==> src/rtl/mem_req_arbiter.sv <==
`timescale 1ns/1ps
// Shares one cache port between instruction fetch and load/store, one transaction at a time.
// Data wins arbitration unless fetch has already been passed over MAX_D_STREAK times in a row.
module mem_req_arbiter #(
  parameter int ADDR_W       = 64,
  parameter int DATA_W       = 64,
  parameter int INST_W       = 32,
  parameter int MAX_D_STREAK = 4
) (
  input  logic              clk,
  input  logic              reset,
  input  logic              i_req,
  input  logic [ADDR_W-1:0] i_addr,
  output logic              i_ack,
  output logic              i_resp_valid,
  output logic [INST_W-1:0] i_resp,
  input  logic              d_req,
  input  logic              d_we,
  input  logic [ADDR_W-1:0] d_addr,
  input  logic [DATA_W-1:0] d_wdata,
  input  logic [3:0]        d_size,
  output logic              d_ack,
  output logic              d_resp_valid,
  output logic [DATA_W-1:0] d_resp,
  output logic              instruction_read,
  output logic              mem_read,
  output logic              mem_write,
  output logic [ADDR_W-1:0] instruction_address,
  output logic [ADDR_W-1:0] mem_address,
  output logic [DATA_W-1:0] mem_wdata,
  output logic [3:0]        req_size,
  input  logic              cache_busy,
  input  logic [INST_W-1:0] instruction_response,
  input  logic [DATA_W-1:0] mem_response
);

  localparam int SW = $clog2(MAX_D_STREAK + 1);

  typedef enum logic [1:0] {IDLE, ISSUE, WAIT, RESP} state_t;
  typedef enum logic [1:0] {OWN_NONE, OWN_I, OWN_D} owner_t;

  state_t            state_q;
  owner_t            owner_q;
  logic [SW-1:0]     streak_q;
  logic              we_q;
  logic              i_ack_q, d_ack_q, i_resp_valid_q, d_resp_valid_q;
  logic [INST_W-1:0] i_resp_q;
  logic [DATA_W-1:0] d_resp_q;
  logic              ird_q, mrd_q, mwr_q;
  logic [ADDR_W-1:0] iaddr_q, maddr_q;
  logic [DATA_W-1:0] wdata_q;
  logic [3:0]        size_q;

  logic streak_max, grant_d;

  assign streak_max = (streak_q == SW'(MAX_D_STREAK));
  assign grant_d    = d_req && !(i_req && streak_max);

  always_ff @(posedge clk or posedge reset) begin
    if (reset) begin
      state_q        <= IDLE;
      owner_q        <= OWN_NONE;
      streak_q       <= '0;
      we_q           <= 1'b0;
      i_ack_q        <= 1'b0;
      d_ack_q        <= 1'b0;
      i_resp_valid_q <= 1'b0;
      d_resp_valid_q <= 1'b0;
      i_resp_q       <= '0;
      d_resp_q       <= '0;
      ird_q          <= 1'b0;
      mrd_q          <= 1'b0;
      mwr_q          <= 1'b0;
      iaddr_q        <= '0;
      maddr_q        <= '0;
      wdata_q        <= '0;
      size_q         <= '0;
    end else begin
      i_ack_q        <= 1'b0;
      d_ack_q        <= 1'b0;
      i_resp_valid_q <= 1'b0;
      d_resp_valid_q <= 1'b0;
      unique case (state_q)
        IDLE: begin
          if (i_req || d_req) begin
            state_q <= ISSUE;
            if (grant_d) begin
              owner_q <= OWN_D;
              we_q    <= d_we;
              d_ack_q <= 1'b1;
              mrd_q   <= !d_we;
              mwr_q   <= d_we;
              maddr_q <= d_addr;
              wdata_q <= d_wdata;
              size_q  <= d_size;
              // Streak only counts data grants that actually passed over a waiting fetch.
              if (!i_req)
                streak_q <= '0;
              else if (!streak_max)
                streak_q <= streak_q + SW'(1);
            end else begin
              owner_q  <= OWN_I;
              i_ack_q  <= 1'b1;
              ird_q    <= 1'b1;
              iaddr_q  <= i_addr;
              size_q   <= 4'(INST_W / 8);
              streak_q <= '0;
            end
          end
        end
        ISSUE: begin
          if (cache_busy) begin
            ird_q   <= 1'b0;
            mrd_q   <= 1'b0;
            mwr_q   <= 1'b0;
            state_q <= WAIT;
          end
        end
        WAIT: begin
          if (!cache_busy) begin
            if (owner_q == OWN_I) begin
              i_resp_q       <= instruction_response;
              i_resp_valid_q <= 1'b1;
            end else begin
              d_resp_q       <= we_q ? '0 : mem_response;
              d_resp_valid_q <= 1'b1;
            end
            state_q <= RESP;
          end
        end
        RESP: begin
          owner_q <= OWN_NONE;
          state_q <= IDLE;
        end
      endcase
    end
  end

  assign i_ack               = i_ack_q;
  assign d_ack               = d_ack_q;
  assign i_resp_valid        = i_resp_valid_q;
  assign d_resp_valid        = d_resp_valid_q;
  assign i_resp              = i_resp_q;
  assign d_resp              = d_resp_q;
  assign instruction_read    = ird_q;
  assign mem_read            = mrd_q;
  assign mem_write           = mwr_q;
  assign instruction_address = iaddr_q;
  assign mem_address         = maddr_q;
  assign mem_wdata           = wdata_q;
  assign req_size            = size_q;

  a_cmd_onehot: assert property (@(posedge clk) disable iff (reset)
    $onehot0({instruction_read, mem_read, mem_write}));

endmodule
==> config.mk <==
export PLATFORM = sky130hd
export DESIGN_NAME = mem_req_arbiter
export DESIGN_NICKNAME = d
export VERILOG_FILES = /design/src/rtl/mem_req_arbiter.sv
export SDC_FILE = /design/constraint.sdc
export NUM_CORES = 1
export LEC_CHECK = 0
export CAP_MARGIN = 20
export CELL_PAD_IN_SITES_DETAIL_PLACEMENT = 0
export CELL_PAD_IN_SITES_GLOBAL_PLACEMENT = 1
export CORE_AREA = 2 2 230 232
export DETAILED_ROUTE_END_ITERATION = 10
export DIE_AREA = 0 0 232 234
export GPL_TIMING_DRIVEN = 0
export HOLD_SLACK_MARGIN = 0.06
export PLACE_DENSITY_LB_ADDON = 0.1
export REMOVE_ABC_BUFFERS = 1
export SYNTH_ARGS = -nofsm -noshare
export SYNTH_HDL_FRONTEND = slang
export SYNTH_SLANG_ARGS = --single-unit
==> constraint.sdc <==
create_clock -name clk -period 19 [get_ports clk]
set_clock_uncertainty 0.15 [all_clocks]
set_input_delay 3.8 -clock clk [delete_from_list [all_inputs] [get_ports clk]]
set_output_delay 3.8 -clock clk [all_outputs]
set_load 0.05 [all_outputs]
=== After elaboration in Yosys (flattened, before gate mapping) ===
Cells that the tools add are included.

* Flip-flop bits (word level): 307
* Output and inout bits: 299
* Logic and storage cells: 84

* Add/subtract/negate cells: 1
* Equality and inequality tests: 11
* Mux-type cells: 34
* Bitwise gates (word level): 3
* Reductions and logical operators: 18

{| class="wikitable"
|+ Operator list
! cell !! number
|-
| two-way mux 64 bit || 1
|-
| two-way mux 1 bit || 19
|-
| AND reduction 3 bit || 6
|-
| two-way mux 2 bit || 5
|-
| != test 2 bit (second input constant) || 5
|-
| two-way mux 3 bit || 3
|-
| case mux 2 bit (4 select lines) || 1
|-
| AND reduction 4 bit || 2
|-
| case mux 1 bit (2 select lines) || 3
|-
| == test 2 x 1 -> 1 bit (second input constant) || 2
|-
| == test 2 bit (second input constant) || 2
|-
| two-way mux 4 bit || 1
|-
| case mux 2 bit (2 select lines) || 1
|-
| AND reduction 2 bit || 2
|-
| nonzero test 2 bit || 2
|-
| adder 3 x 1 -> 3 bit (second input constant) || 1
|-
| == test 3 bit (second input constant) || 1
|-
| != test 3 bit (second input constant) || 1
|-
| NOT 1 bit || 3
|-
| logical AND 1 bit || 2
|-
| logical NOT 1 bit || 2
|-
| logical NOT 2 bit || 1
|-
| logical OR 1 bit || 1
|}

=== Logic depth before layout (Yosys ltp) ===
Gate-level depths: netlist (run 1).

* Depth after elaboration: 7
* Mapped depth: 8

=== Worst setup path after synthesis (run 1) ===
No wires, ideal clock.

* Path type: input port to flip-flop
* Start: in cache_busy
* End: reg d_resp_q[10] (netlist: d_resp[10])
* Library setup time: 125 ps
* Data arrival time: 4737 ps
* Data required time: 18725 ps
* Path slack: 13989 ps
* Stages on the path: 4
* Path buffers: 2
* Cell sequence: nor3b_1 buf_2 buf_4 mux2_2

* Longest elaborated chain between the ends: 2

{| class="wikitable"
|+ Ends and longest elaborated chain
! element !! RTL line !! RTL
|-
| start, declared || 32 || <nowiki>input logic cache_busy,</nowiki>
|-
| NOT 1 bit (no line) || - ||
|-
| AND reduction 3 bit (no line) || - ||
|-
| end signal, assigned || 125 || <nowiki>d_resp_q <= we_q ? '0 : mem_response;</nowiki>
|-
| end, declared || 48 || <nowiki>logic [DATA_W-1:0] d_resp_q;</nowiki>
|}

No other way between the ends.
A chain may end at the register's enable or synchronous reset.

=== Worst setup path in the final report (run 1) ===
* Start: in d_req
* End: reg maddr_q[59] (netlist: mem_address[59])

* Longest elaborated chain between the ends: 2

{| class="wikitable"
|+ Ends and longest elaborated chain
! element !! RTL line !! RTL
|-
| start, declared || 17 || <nowiki>input logic d_req,</nowiki>
|-
| logical AND 1 bit / logical OR 1 bit (equally long branches) || 57, 85 ||
|-
| AND reduction 3 bit (no line) (*) || - ||
|-
| end signal, assigned || 93 || <nowiki>maddr_q <= d_addr;</nowiki>
|-
| end, declared || 50 || <nowiki>logic [ADDR_W-1:0] iaddr_q, maddr_q;</nowiki>
|}

Every way passes the cells marked *; elsewhere a longest branch is shown, timed or not.

==> results_tabular.tex, run 1 <==
\begin{tabular}{lr}
\hline
Metric & Value \\
\hline
\multicolumn{2}{l}{\textbf{Cells and area}} \\
Finished layout cell area & 20300 um2 \\
Area of the multi-input gates & 4240 um2 \\
Fraction of layout cells with a size suffix above 1 & 26.7\% \\
Count of fill cells added during filler insertion & just over 5000 \\
Post-synthesis to final-layout area growth & 66.7\% \\
Area taken by flip-flops and latches & 7680 um2 \\
Post-Route Utilization & 39.1\% \\
Post-layout nets & 1677 \\
\multicolumn{2}{l}{\textbf{Clock tree}} \\
H-tree depth & 2 \\
Number of buffers added for setup after CTS & 0 \\
Number of cells upsized or downsized after cts & 0 \\
Number of buffers added to fix hold violations after cts & 0 \\
Source-to-sink clock delay at the later pin of the worst-skew pair & 0.54 ns \\
Clock-pin slew on the worst setup and hold paths & 0.06 ns \\
Cell at the root of the clock tree & sky130\_fd\_sc\_hd\_\_clkbuf\_16 \\
Clock Tree Buf Depth & 3 \\
Clock tree from TritonCTS & done \\
CTS Buf Count & 40 \\
Number of sinks on the clock net & 307 \\
\multicolumn{2}{l}{\textbf{Drt}} \\
DR vias/cell & a little over 4 \\
Total wire length & 41900 um \\
DR DRC count & 0 \\
Mean routed wirelength per cell & 20.1 um \\
Initial DRC Count & 204 \\
Count of TritonRoute iterations in the first routing pass & 4 \\
Via count & 8504 \\
Remaining antenna violation count after routing & 0 \\
\multicolumn{2}{l}{\textbf{Floorplan}} \\
DIE WIDTH & 232 um \\
Ports placed on the boundary & 597 \\
Number of placement rows & 84 \\
Total die area & $\sim$54000 um2 \\
Starting Density & 23.5\% \\
Core region area & approximately 52000 um2 \\
Floorplan die height & 234 um \\
\multicolumn{2}{l}{\textbf{Global routing}} \\
Maximum number of pins on one net before global-route repair & 111 \\
Antenna violations before repair & 5 \\
Wire length of the first global-routing pass & 60500 um \\
Via count of the first global-routing pass & 8982 \\
Aggregate global-route resource usage & 15.0\% \\
GR Overflow Total & 0 \\
\multicolumn{2}{l}{\textbf{Job}} \\
Number of violations of the max-capacitance limit & 0 \\
\multicolumn{2}{l}{\textbf{Worst setup path}} \\
Data required time of the worst path & roughly 19 ns \\
Maximum fanout along the worst path & 95 \\
Terminus of the critical flop-to-flop path & mem\_address[59] \\
R2r startpoint & state\_q[0] \\
Worst endpoint data arrival time & 6.11 ns \\
Kind of end point of the critical path & register \\
Number of cells traversed by the worst register-to-register path & 6 \\
Register-to-register setup slack & 16.17 ns \\
Kind of launch point of the worst setup path & input pin \\
Crit path kind & input pin to register \\
\multicolumn{2}{l}{\textbf{Timing}} \\
Relative max-transition margin & about 41\% \\
Setup TNS after final layout & 0 ns \\
Final worst path period share & 30.7\% \\
Timing-limited maximum frequency & 171 MHz \\
Number of endpoints with negative hold slack in the final report & 0 \\
Final Setup Violations & 0 \\
RSZ-0062 raised after global routing & false \\
Setup ws final & 13.17 ns \\
Pin slew with the least headroom to its limit & 0.890 ns \\
Number of slew-limit violations in the final report & 0 \\
Min Clock Period, post-route & 5.83 ns \\
\multicolumn{2}{l}{\textbf{Yosys}} \\
Number of flops mapped to enable cells by yosys & 0 \\
Mapped Cells & 761 \\
Number of distinct library cell variants in the gate-level netlist after synthesis & 37 \\
Flops \& latches, synth & 307 \\
Synth Cell Area & between 10000 and 15000 um2 \\
Sequential fraction of the synthesis area & roughly 63\% \\
Synthesis warning total & 0 \\
Share of the synthesized area in the top cell type & 63.0\% \\
Largest cells by area after synthesis & sky130\_fd\_sc\_hd\_\_dfrtp\_1, sky130\_fd\_sc\_hd\_\_mux2\_2, sky130\_fd\_sc\_hd\_\_mux2\_4 \\
Share of synthesized flip-flops with an asynchronous set or reset & 100\% \\
Biggest area consumer among synthesized cells & sky130\_fd\_sc\_hd\_\_dfrtp\_1 \\
Main synth FF type & sky130\_fd\_sc\_hd\_\_dfrtp\_1 \\
Per-instance average area after synthesis & 16.0 um2 \\
\multicolumn{2}{l}{\textbf{Min path}} \\
Capture endpoint of the worst hold path & owner\_q[0] \\
Hold path cells & 1 \\
Worst hold path class & register to register \\
Hold Crit Start & owner\_q[0] \\
\multicolumn{2}{l}{\textbf{Power}} \\
VDD IR max & roughly 0.11 mV \\
Power density normalized to cell area & 214 nW/um2 \\
Leakage & 8.46 nW \\
\multicolumn{2}{l}{\textbf{Place}} \\
Worst setup timing slack at the placement stage & 12.64 ns \\
Port Buf Inserts & 596 \\
Dpl cell area & 19000 um2 \\
HPWL after DPL & 31200 um \\
Placer congestion estimate & between 0.7 and 0.8 \\
\multicolumn{2}{l}{\textbf{Status}} \\
Result of the run & finished clean \\
\hline
\end{tabular}
## synth_stat cells (2+ instances only)
cell type                  number
sky130_fd_sc_hd__o21ai_0        2
sky130_fd_sc_hd__nor2b_1       65
sky130_fd_sc_hd__mux2_2       246
sky130_fd_sc_hd__clkbuf_1       7
sky130_fd_sc_hd__a22o_1         4
sky130_fd_sc_hd__buf_6          6
sky130_fd_sc_hd__buf_4         10
sky130_fd_sc_hd__buf_2         17
sky130_fd_sc_hd__mux2_4        44
sky130_fd_sc_hd__a221o_1        2
sky130_fd_sc_hd__nand3_2        2
sky130_fd_sc_hd__a21oi_1        2
sky130_fd_sc_hd__nand3_1        2
sky130_fd_sc_hd__nand2_1        7
sky130_fd_sc_hd__dfrtp_1      307
sky130_fd_sc_hd__a32o_1         2
sky130_fd_sc_hd__nand2b_1       2
sky130_fd_sc_hd__inv_1          8
sky130_fd_sc_hd__ha_1           7
sky130_fd_sc_hd__nor3b_1        2
## per-layer routing
| metal | up-vias | track usage [%] | share of wire, % |
|---|---|---|---|
| met2 | 367 | 24.2 | 47 |
| met4 | 8 | 5.13 | 2.4 |
| met5 | - | 0 | 0.12 |
| met1 | 4177 | 16.9 | 38 |
| li1 | 3886 | - | - |
| met3 | 66 | 8.11 | 13 |
## cells by family after synthesis
| group | Yosys count | synth area share [%] |
|---|---|---|
| DFF | 307 | 63.0 |
| muxes | 290 | 28.1 |
| and+or+nand+nor | 88 | 4.51 |
| buffers and inverters | 49 | 2.36 |
| AOI/OAI and AO/OA | 20 | 1.32 |
| adders and majority gates | 7 | 0.718 |
## sequential cells by signal (all words and copies together), names as in the netlist
register and flops:
d_ack 1, d_resp 64, d_resp_valid 1, i_ack 1, i_resp 32, i_resp_valid 1
instruction_address 64, instruction_read 1, mem_address 64, mem_read 1, mem_wdata 64, mem_write 1
owner_q 2, req_size 4, state_q 2, streak_q 3, we_q 1
## how the worst max path moves through the flow
stage	startpoint	endpoint	slack, ns	depth (start not counted)
2_1_floorplan	reset	d_ack	6.56	1
3_3_place_gp	reset	mem_address[39]	1.12	2
3_5_place_dp	d_req	mem_address[1]	12.64	5
4_1_cts	mem_wdata[34]	mem_wdata[34]	13.16	1
5_1_grt	i_req	mem_wdata[41]	13.11	6
6_report	d_req	mem_address[59]	13.17	5
## per-stage QoR
stage	total power, mW	hold slack (ns)	std cells
floorplan	2.74	0.308	721
global placement	3.64	0.328	2005
detailed placement	3.64	0.324	2018
CTS	4.43	0.346	2087
global route	4.57	0.363	2088
finish	4.36	0.346	2088
## final cells by class
cell class                 instances  area share, %
tap                              688           4.23
antenna                            1         0.0123
timing repair buffer             609           30.5
sequential                       307           37.8
multi-input combinational        405           20.9
inverter                           9          0.240
clock buffer                      64           6.01
clock inverter                     5          0.381
## critical path, cell delays in order
cell	delay, ns
sky130_fd_sc_hd__clkdlybuf4s50_1	0.68
sky130_fd_sc_hd__nand3_2	0.25
sky130_fd_sc_hd__inv_8	0.35
sky130_fd_sc_hd__buf_16	0.40
sky130_fd_sc_hd__mux2_2	0.41
## power breakdown
group | switching [mW] | internal, mW | leakage, nW
Sequential | 0.170 | 0.974 | 3.76
Clock | 0.288 | 0.464 | 0.635
Combinational | 1.53 | 0.927 | 4.06
Total | 1.99 | 2.37 | 8.46
## cell usage in the layout (no fill, tap or decap), types with 4 or more instances in the layout
| cell | netlist | final |
|---|---|---|
| sky130_fd_sc_hd__a22o_1 | 4 | 4 |
| sky130_fd_sc_hd__mux2_4 | 44 | 44 |
| sky130_fd_sc_hd__buf_6 | 6 | 7 |
| sky130_fd_sc_hd__clkbuf_16 | 0 | 41 |
| sky130_fd_sc_hd__dfrtp_1 | 307 | 306 |
| sky130_fd_sc_hd__nor2b_1 | 65 | 65 |
| sky130_fd_sc_hd__buf_16 | 0 | 5 |
| sky130_fd_sc_hd__nand2_1 | 7 | 7 |
| sky130_fd_sc_hd__mux2_2 | 246 | 246 |
| sky130_fd_sc_hd__clkdlybuf4s50_1 | 0 | 596 |
| sky130_fd_sc_hd__clkbuf_1 | 7 | 12 |
| sky130_fd_sc_hd__clkbuf_8 | 0 | 11 |
| sky130_fd_sc_hd__inv_1 | 8 | 7 |
| sky130_fd_sc_hd__ha_1 | 7 | 7 |
(Power assumes the default switching activity.)
==> run 2: changes to the inputs <==
- clock period: 19 -> 5.5 ns (I/O delays scaled with it)
==> results of run 2 <==
Same layout as run 1 (identical final DEF). Status: finished clean.
Main changes from that run: setup slack after placement 12.64 ns -> 1.84 ns; setup slack after layout 13.17 ns -> 2.37 ns; register-to-register setup slack 16.17 ns -> 2.67 ns; total power 4.36 mW -> 15.0 mW; worst IR drop on VDD 0.107 mV -> 0.369 mV
==> run 3: changes to the inputs <==
- CORE_AREA: 2 2 230 232 -> 2 2 234 236
- DIE_AREA: 0 0 232 234 -> 0 0 236 238
- clock period: 5.5 -> 2.8 ns (I/O delays scaled with it)
==> run 3 against run 2 <==
Largest cell class unchanged. Global-route usage barely moved. Critical path depth did not move. Hold slack got worse by 0.051 ns. Highest routed layer unchanged.
==> results_tabular.tex, run 3 (synthesis results as in run 1) <==
\begin{tabular}{lr}
\hline
Metric & Value \\
\hline
\multicolumn{2}{l}{\textbf{Drt}} \\
Initial DRC Count & 235 \\
Via count & 8532 \\
Total wire length & approximately 43000 um \\
DR DRC count & 0 \\
DR vias/cell & 4.07 \\
Count of TritonRoute iterations in the first routing pass & 4 \\
Mean routed wirelength per cell & 20.5 um \\
Remaining antenna violation count after routing & 0 \\
\multicolumn{2}{l}{\textbf{Cells and area}} \\
Post-layout nets & 1680 \\
Fraction of layout cells with a size suffix above 1 & 26.8\% \\
Finished layout cell area & 20300 um2 \\
Most common library cell in the layout ignoring fill and taps & sky130\_fd\_sc\_hd\_\_clkdlybuf4s50\_1 \\
Area of the multi-input gates & around 4300 um2 \\
Highest-count cells in the layout ignoring fill and taps & sky130\_fd\_sc\_hd\_\_clkdlybuf4s50\_1, sky130\_fd\_sc\_hd\_\_dfrtp\_1, sky130\_fd\_sc\_hd\_\_mux2\_2 \\
Count of fill cells added during filler insertion & 5221 \\
Area taken by flip-flops and latches & 7680 um2 \\
Post-synthesis to final-layout area growth & 66.7\% \\
\multicolumn{2}{l}{\textbf{Global routing}} \\
Aggregate global-route resource usage & 15.0\% \\
Wire length of the first global-routing pass & 62800 um \\
Antenna violations before repair & 4 \\
Maximum number of pins on one net before global-route repair & 104 \\
Via count of the first global-routing pass & 9234 \\
GR Overflow Total & 0 \\
\multicolumn{2}{l}{\textbf{Power}} \\
VDD IR max & 0.662 mV \\
Leakage & 8.45 nW \\
Power consumption & approximately 30 mW \\
Power density normalized to cell area & 1450 nW/um2 \\
\multicolumn{2}{l}{\textbf{Timing}} \\
Pin slew with the least headroom to its limit & 0.836 ns \\
Timing-limited maximum frequency & 384 MHz \\
Number of slew-limit violations in the final report & 0 \\
Number of endpoints with negative hold slack in the final report & 0 \\
Final Setup Violations & 0 \\
RSZ-0062 raised after global routing & false \\
Relative max-transition margin & between 40\% and 50\% \\
Min Clock Period, post-route & 2.60 ns \\
Setup TNS after final layout & 0 ns \\
Final worst path period share & 93.0\% \\
\multicolumn{2}{l}{\textbf{Floorplan}} \\
Total die area & 56200 um2 \\
Number of placement rows & 85 \\
Floorplan die height & 238 um \\
DIE WIDTH & 236 um \\
Core region area & 53500 um2 \\
Starting Density & between 20\% and 30\% \\
Ports placed on the boundary & 597 \\
\multicolumn{2}{l}{\textbf{Status}} \\
Result of the run & finished clean \\
\multicolumn{2}{l}{\textbf{Worst setup path}} \\
Terminus of the critical flop-to-flop path & mem\_wdata[14] \\
Kind of launch point of the worst setup path & input pin \\
Number of cells traversed by the worst register-to-register path & 6 \\
Startpoint of the most critical setup path & d\_req \\
Data required time of the worst path & 3.07 ns \\
Register-to-register setup slack & 0.21 ns \\
End point of the critical path & mem\_wdata[14] \\
Worst endpoint data arrival time & 2.88 ns \\
Kind of end point of the critical path & register \\
Maximum fanout along the worst path & 49 \\
Crit path kind & input pin to register \\
R2r startpoint & state\_q[0] \\
\multicolumn{2}{l}{\textbf{Clock tree}} \\
Clock tree from TritonCTS & done \\
Number of buffers added for setup after CTS & 0 \\
CTS Buf Count & 40 \\
Clock-pin slew on the worst setup and hold paths & 0.05 ns \\
H-tree depth & 2 \\
Source-to-sink clock delay at the later pin of the worst-skew pair & 0.54 ns \\
Clock Tree Buf Depth & 3 \\
Number of buffers added to fix hold violations after cts & 0 \\
Cell at the root of the clock tree & sky130\_fd\_sc\_hd\_\_clkbuf\_16 \\
Number of sinks on the clock net & 307 \\
\multicolumn{2}{l}{\textbf{Place}} \\
Port Buf Inserts & 596 \\
Placer congestion estimate & $\sim$0.74 \\
Dpl cell area & between 15000 and 20000 um2 \\
HPWL after DPL & 32000 um \\
\multicolumn{2}{l}{\textbf{Job}} \\
Number of violations of the max-capacitance limit & 0 \\
\multicolumn{2}{l}{\textbf{Min path}} \\
Worst hold path class & input pin to asynchronous set/reset pin \\
\hline
\end{tabular}
## run 3: layout make-up
class                           instances  area share (%)
Timing Repair Buffer                  611            30.7
Clock inverter                          3          0.0738
Multi-Input combinational cell        406            20.9
Inverter                                9           0.240
Antenna cell                            1          0.0123
Tap cell                              696            4.28
Clock buffer                           64            5.96
Sequential cell                       307            37.8
## run 3: worst min-delay path by stage
stage | from | endpoint | depth (start not counted) | slack [ns]
floorplan | owner_q[0] | owner_q[0] | 1 | 0.31
CTS | reset | d_resp[29] | 2 | 0.28
finish | reset | d_resp[29] | 2 | 0.30
global placement | owner_q[0] | owner_q[0] | 1 | 0.33
global route | reset | d_resp[29] | 2 | 0.31
detailed placement | owner_q[0] | owner_q[0] | 1 | 0.33
## run 3: critical path, cell delays in order
cell and delay, ns:
sky130_fd_sc_hd__clkdlybuf4s50_1 0.77, sky130_fd_sc_hd__nand3_2 0.26, sky130_fd_sc_hd__inv_8 0.32, sky130_fd_sc_hd__bufbuf_16 0.53, sky130_fd_sc_hd__mux2_2 0.38
## run 3: report_power, final
part           internal, mW  switching (mW)
Clock                  2.93            1.98
Sequential             6.61            1.15
Combinational          6.32            10.4
## run 3: per-layer routing
| metal | wire, um | GRT usage (%) | up-vias |
|---|---|---|---|
| met5 | 40 | 0 | - |
| met4 | 864 | 4.57 | 6 |
| met3 | 4760 | 7.29 | 55 |
| met2 | 21000 | 24.9 | 346 |
| met1 | 16400 | 17.0 | 4238 |
| li1 | - | - | 3887 |
## run 3: through the flow
step / hold WS [ns] / setup WS (ns) / instances / util (%)
after floorplan: 0.308 / -6.40 / 721 / -
after global placement: 0.331 / -11.99 / 2013 / 35.1
after detailed placement: 0.333 / -0.317 / 2027 / 35.6
after CTS: 0.281 / 0.0264 / 2096 / 38.0
after global routing: 0.310 / 0.0549 / 2097 / 38.0
final: 0.295 / 0.196 / 2097 / 38.0
## run 3: what timing repair did
action                                 CTS  global route
resized for setup                        0             1
setup endpoints to repair               69            76
endpoints found under the hold margin    0             0
cloned                                   2             0
